File: config.mk
export PLATFORM = sky130hd
export DESIGN_NAME = bcd_bin_seq
export DESIGN_NICKNAME = d
export VERILOG_FILES = /design/src/rtl/bcd_bin_seq.sv
export SDC_FILE = /design/constraint.sdc
export NUM_CORES = 1
export LEC_CHECK = 0
export BUFFER_PORTS_ARGS = -buffer_cell sky130_fd_sc_hd__buf_4
export CORE_UTILIZATION = 37
export CTS_BUF_LIST = sky130_fd_sc_hd__clkbuf_4
export CTS_CLUSTER_DIAMETER = 30
export DETAILED_ROUTE_END_ITERATION = 10
export PLACE_DENSITY = 0.53
export SYNTH_ARGS = -nofsm -noshare
export SYNTH_HDL_FRONTEND = slang
export SYNTH_SLANG_ARGS = --single-unit
File: constraint.sdc
create_clock -name clk -period 3.2 [get_ports clk]
set_input_delay 0.16 -clock clk [delete_from_list [all_inputs] [get_ports clk]]
set_output_delay 0.16 -clock clk [all_outputs]
set_load 0.02 [all_outputs]
File: src/rtl/bcd_bin_seq.sv
// bcd_bin_seq: iterative multi-digit BCD-to-binary converter.
// Consumes one BCD digit per clock, most significant first (acc = acc*10 + digit),
// with valid/ready handshakes on input and output and an invalid-digit flag.
// Optional build macro BCD_BIN_CLAMP_EN: when defined, a word containing any
// digit >9 reports bin_out as all-ones instead of the raw wrapped accumulation.
module bcd_bin_seq #(
  parameter int unsigned DIGITS = 4,
  parameter int unsigned BIN_W  = 14
) (
  input  logic                clk,
  input  logic                rst_n,
  input  logic                in_valid,
  output logic                in_ready,
  input  logic [4*DIGITS-1:0] bcd_in,
  output logic                out_valid,
  input  logic                out_ready,
  output logic [BIN_W-1:0]    bin_out,
  output logic                err
);

  localparam int unsigned SR_W  = 4 * DIGITS;
  localparam int unsigned CNT_W = (DIGITS > 1) ? $clog2(DIGITS) : 1;

  typedef enum logic [1:0] {
    IDLE = 2'd0,
    CONV = 2'd1,
    DONE = 2'd2
  } state_t;

  state_t            state, state_nxt;
  logic [SR_W-1:0]   sr, sr_nxt;
  logic [BIN_W-1:0]  acc, acc_nxt;
  logic [CNT_W-1:0]  cnt, cnt_nxt;
  logic              err_acc, err_acc_nxt;
  logic [BIN_W-1:0]  bin_nxt;
  logic              err_nxt;
  logic              out_valid_nxt;
  logic [3:0]        top_digit;
  logic [BIN_W-1:0]  mac;
  logic              mac_err;

  // Multiply-accumulate of the current top digit; acc*10 = acc*8 + acc*2, wrapping.
  assign top_digit = sr[SR_W-1 -: 4];
  assign mac       = BIN_W'(acc << 3) + BIN_W'(acc << 1) + BIN_W'(top_digit);
  assign mac_err   = (top_digit > 4'd9);

  // Ready is a decode of the state register, forced low while reset is asserted.
  assign in_ready = rst_n & (state == IDLE);

  // Next-state and datapath update.
  always_comb begin
    state_nxt     = state;
    sr_nxt        = sr;
    acc_nxt       = acc;
    cnt_nxt       = cnt;
    err_acc_nxt   = err_acc;
    bin_nxt       = bin_out;
    err_nxt       = err;
    out_valid_nxt = out_valid;
    case (state)
      IDLE: begin
        if (in_valid) begin
          sr_nxt      = bcd_in;
          acc_nxt     = '0;
          cnt_nxt     = '0;
          err_acc_nxt = 1'b0;
          state_nxt   = CONV;
        end
      end
      CONV: begin
        acc_nxt     = mac;
        err_acc_nxt = err_acc | mac_err;
        sr_nxt      = sr << 4;
        cnt_nxt     = cnt + CNT_W'(1);
        if (cnt == CNT_W'(DIGITS - 1)) begin
`ifdef BCD_BIN_CLAMP_EN
          bin_nxt = err_acc_nxt ? {BIN_W{1'b1}} : mac;
`else
          bin_nxt = mac;
`endif
          err_nxt       = err_acc_nxt;
          out_valid_nxt = 1'b1;
          cnt_nxt       = '0;
          state_nxt     = DONE;
        end
      end
      DONE: begin
        if (out_ready) begin
          out_valid_nxt = 1'b0;
          state_nxt     = IDLE;
        end
      end
      default: begin
        out_valid_nxt = 1'b0;
        state_nxt     = IDLE;
      end
    endcase
  end

  // State, datapath and output registers; reset aborts any word in flight.
  always_ff @(posedge clk or negedge rst_n) begin
    if (!rst_n) begin
      state     <= IDLE;
      sr        <= '0;
      acc       <= '0;
      cnt       <= '0;
      err_acc   <= 1'b0;
      bin_out   <= '0;
      err       <= 1'b0;
      out_valid <= 1'b0;
    end else begin
      state     <= state_nxt;
      sr        <= sr_nxt;
      acc       <= acc_nxt;
      cnt       <= cnt_nxt;
      err_acc   <= err_acc_nxt;
      bin_out   <= bin_nxt;
      err       <= err_nxt;
      out_valid <= out_valid_nxt;
    end
  end

endmodule
---- Word level (Yosys, flattened, before mapping) ----
Cells that the tools add are included.
storage, ports and cells
  flip-flop bits (word level) ............. 50
  bits of input ports ..................... 20
  output and inout bits ................... 17
  logic and storage cells ................. 43
cells by class
  $add $sub $neg .......................... 3
  order comparisons ....................... 1
  eq/ne operators ......................... 6
  mux-type cells .......................... 16
  bitwise logic cells ..................... 3
  reductions and logical operators ........ 6
operators by type and width
  cell                   number
  $pmux W16 S2           1
  $pmux W13 S2           1
  $mux W16               1
  $add A14 B14 Y14       1
  $add A14 B4 Y14        1
  $mux W13               1
  $mux W2                5
  $ne A2 B2 Y1 const B   3
  $pmux W2 S3            1
  $reduce_and A3 Y1      2
  $eq A2 B2 Y1 const B   2
  $gt A4 B4 Y1 const B   1
  $pmux W2 S2            1
  $reduce_and A2 Y1      2
  $mux W1                3
  $pmux W1 S3            1
  $add A2 B1 Y2 const B  1
  $eq A2 B1 Y1 const B   1
  $logic_not A2 Y1       1
  $pmux W1 S2            1
  $reduce_bool A2 Y1     1
  $and A1 B1 Y1          1
  $not A1 Y1             1
  $or A1 B1 Y1           1

---- Logic depth before layout (Yosys ltp) ----
  depth after elaboration ................. 3
  gate-level depth with buffers ........... 8
  depth with buffers taken out ............ 8

---- Worst setup path after synthesis ----
OpenSTA, ideal clock, no wires.
  kind .................................... register -> register
  start point ............................. register sr[15]
  end point ............................... register bin_out[12]
  setup time .............................. 0.136 ns
  data arrival time ....................... 2.318 ns
  required time ........................... 3.064 ns
  slack ................................... 0.746 ns
  stages on the path, launching flop included .. 8
  buffers on the path ..................... 0
  period minus slack after synthesis ...... 2.454 ns
  cells stage by stage .................... dfrtp_1 > fa_1 > fa_1 > a21o_1 > a221oi_1 > o31ai_1 > xnor2_1 > o21ai_0
on the way
  cells in the longest elaborated chain, start to end .. 1
RTL lines
  item                      line  text
  start: declaration        31    logic [SR_W-1:0] sr, sr_nxt;
  start signal: assignment  113   sr <= sr_nxt;
  $add A14 B4 Y14           44    assign mac = BIN_W'(acc << 3) + BIN_W'(acc << 1) + BIN_W'(top_digit);
  end signal: assignment    117   bin_out <= bin_nxt;
  end: declaration          17    output logic [BIN_W-1:0] bin_out,
Every way passes these cells.
A chain may end at the register's enable or synchronous reset.

---- Worst setup path in the final report ----
  start point ............................. register sr[15]
  end point ............................... register acc[10]
on the way
  cells in the longest elaborated chain, start to end .. 2
RTL lines
  item                    line  text
  $add A14 B4 Y14         44
  $pmux W13 S2            60    case (state)
  end signal: assignment  114   acc <= acc_nxt;
  end: declaration        32    logic [BIN_W-1:0] acc, acc_nxt;
Every way passes these cells.

==> impl_metrics.ini <==
[synthesis]
synth_warnings = 0
yosys-top-cells-count = dfrtp_1, nand2_1, o21ai_0
avgSynthCellArea_um2 = 10.3
dominantRegCellSynth = dfrtp_1
yosysTopAreaCell = dfrtp_1
postSynth.asyncResetShare_pct = 100
netlist_instances = 260
yosysSeqAreaShare_pct = 46.5
syn_area_mm2 = 0.00269
synth-edff-count = 0
yosysUniqueCellTypes = 37
synth_top_area_share_pct = 46.5
synth_seq_cells = 50
yosysMostFrequentCell = dfrtp_1
syn_nets = 305
synth_area_leaders = dfrtp_1, ha_1, o21ai_0

[worst_setup_path]
r2r_end = acc[10]$_DFFE_PN0P_
crit_path_end_kind = flip-flop
cp.arrival_ps = 2970
cp-start-kind = flip-flop
cp_top_family = adder cells
cp.buffers_inverters = 0
path_class = flip-flop to flip-flop
r2r_slack_ps = 490
reg2regPathDepth = 7
crit_fanout = 4
critical-path-max-stage-delay_ps = 540
crit_chain = fa_1 > fa_1 > a21o_1 > a221oi_1 > o21ai_1 > xnor2_1 > o21ai_0
crit_top_cell = fa_1
crit_required_ps = 3450
r2r_start = sr[15]$_DFFE_PN0P_
critPathSlowestCell = fa_1

[sta]
hold_viol_final = 0
tightest_slew_ps = 708
fmax_ghz = 0.368
setup_viol = 0
drv_slew = 0
finalCritPeriodShare_pct = 84.8
skew_ps = 11.8
finalCriticalPeriod_ps = 2710
rsz0062_at_grt = false
whs_ps = 50.8
setup-tns-final_ps = 0
relSlewSlack_pct = 52.7

[drt]
wl_per_cell_um = 15.4
drt-initial-drc-count = 58
route.layer.met1.wl_um = 3210
route.met2.wl_um = 2580
vias = 1981
drc = 0
ant_nets = 0
viasPerCell = 5.05
wl_um = 6040
dr_wl_met3_um = 200
highest_layer = met4
first_pass_iters = 4

[floorplan]
ios = 37
die_h_um = 87.2
row_count = 30
core_mm2 = 0.00691
start_util_pct = 38.9
fp.dieW_um = 87.2
dieArea_mm2 = 0.00761

[flow_run]
cap_violations = 0

[layout]
fill_cells = 685
synthToLayoutAreaGrowth_pct = 17.1
nNetsFinal = 341
fin_util_pct = 45.6
n_antenna_cell = 0
drive_gt1_share_pct = 19.6

[grt]
gr-usage-all-layers_pct = 17.8
antenna_found_initial = 0
grt_max_degree = 51
grt_pass1_wl_um = 10300
grt_overflow = 0
grt_pass1_vias = 2023

[placed_design]
portBuffers = 36
gp_congestion = 0.799
dp_hpwl_um = 4230

[power_and_ir_drop]
powerDensity_mw_per_mm2 = 1160
ir_drop_mv = 0.507
power.leakage_nw = 1.51

[clocking]
cts_resized = 0
cts-root-buf = clkbuf_4
tritoncts = done
post-cts-setup-buffer-count = 0
cts_buffer_depth = 2
clock_sinks = 50
cts_buffers = 5
ctsHoldBuffers = 1
worst_skew_pair.late_latency_ps = 360
htree_levels = 2
cts.clk_slew.worst_paths_ps = 140

[status]
status = finished clean

[hold_path]
min_to = state[1]$_DFFE_PN0P_
hp-class = input pin to flip-flop
hold_path_depth = 3
hold_start = out_ready
-- routing by layer --
layer / vias to the layer above / global-route usage (%)
met2: 32 / 26.7
met3: 5 / 3.13
met5: - / 0
met4: 0 / 4.47
met1: 943 / 26.5
li1: 1001 / -
-- area by class of cell --
class	instances	area (µm²)	share of cell area [%]
Multi-Input combinational cell	194	1380	43.8
Sequential cell	50	1250	39.7
Timing Repair Buffer	41	310	9.86
Tap cell	96	120	3.82
Clock buffer	5	37.5	1.19
Clock inverter	2	33.8	1.07
Inverter	4	15.0	0.477
-- sequential cells by signal, summed over array words and instances (netlist names) --
register and count:
out_valid 1, bin_out 14, cnt 2, acc 13
err 1, state 2, sr 16, err_acc 1
-- how the worst max path moves through the flow --
stage	start	end	slack, ps	cells past startpoint
2_1_floorplan	sr[15]$_DFFE_PN0P_	bin_out[12]$_DFFE_PN0P_	750	7
3_3_place_gp	sr[15]$_DFFE_PN0P_	bin_out[12]$_DFFE_PN0P_	580	7
3_5_place_dp	sr[15]$_DFFE_PN0P_	acc[10]$_DFFE_PN0P_	500	7
4_1_cts	sr[15]$_DFFE_PN0P_	acc[10]$_DFFE_PN0P_	470	7
5_1_grt	sr[15]$_DFFE_PN0P_	acc[10]$_DFFE_PN0P_	290	7
6_report	sr[15]$_DFFE_PN0P_	acc[10]$_DFFE_PN0P_	490	7
-- metrics by stage --
step | area [µm²] | worst slack, ps | instances | power [mW]
global route | 3150 | 295 | 392 | 4.00
finish | 3150 | 485 | 392 | 3.65
floorplan | 2690 | 746 | 260 | 2.70
global placement | 3070 | 576 | 384 | 3.30
CTS | 3150 | 469 | 392 | 3.69
detailed placement | 3070 | 498 | 384 | 3.32
-- power breakdown --
group | switching (mW) | internal (mW)
Combinational | 1.16 | 0.961
Sequential | 0.244 | 0.926
Clock | 0.198 | 0.158
Total | 1.60 | 2.05
-- worst min-delay path: stages --
cell      delay, ps
buf_4            80
nand2b_1         90
o21ai_0          60
-- placed cells by master (no fill, tap or decap), types with 5 or more instances in the layout --
cell	synthesis	routed
nor2b_1	12	11
nand2_1	35	35
a21oi_1	14	14
o31ai_1	6	6
mux2i_1	9	9
ha_1	23	23
xnor2_1	7	7
buf_4	0	40
o21ai_0	31	31
a22o_1	8	8
dfrtp_1	50	50
nor2_1	6	6
mux2_2	6	6
clkbuf_4	0	5
-- logic make-up (layout without fill, tap and decap cells) --
kind of cell,Yosys count,after routing,synth area share [%]
compound gates,80,80,18.8
xor+xnor,9,9,2.93
fa+ha+maj,25,25,12.2
buf+inv,16,52,2.37
flops,50,50,46.5
mux,15,15,5.86
simple gates,65,65,11.4
(Power assumes the default switching activity.)
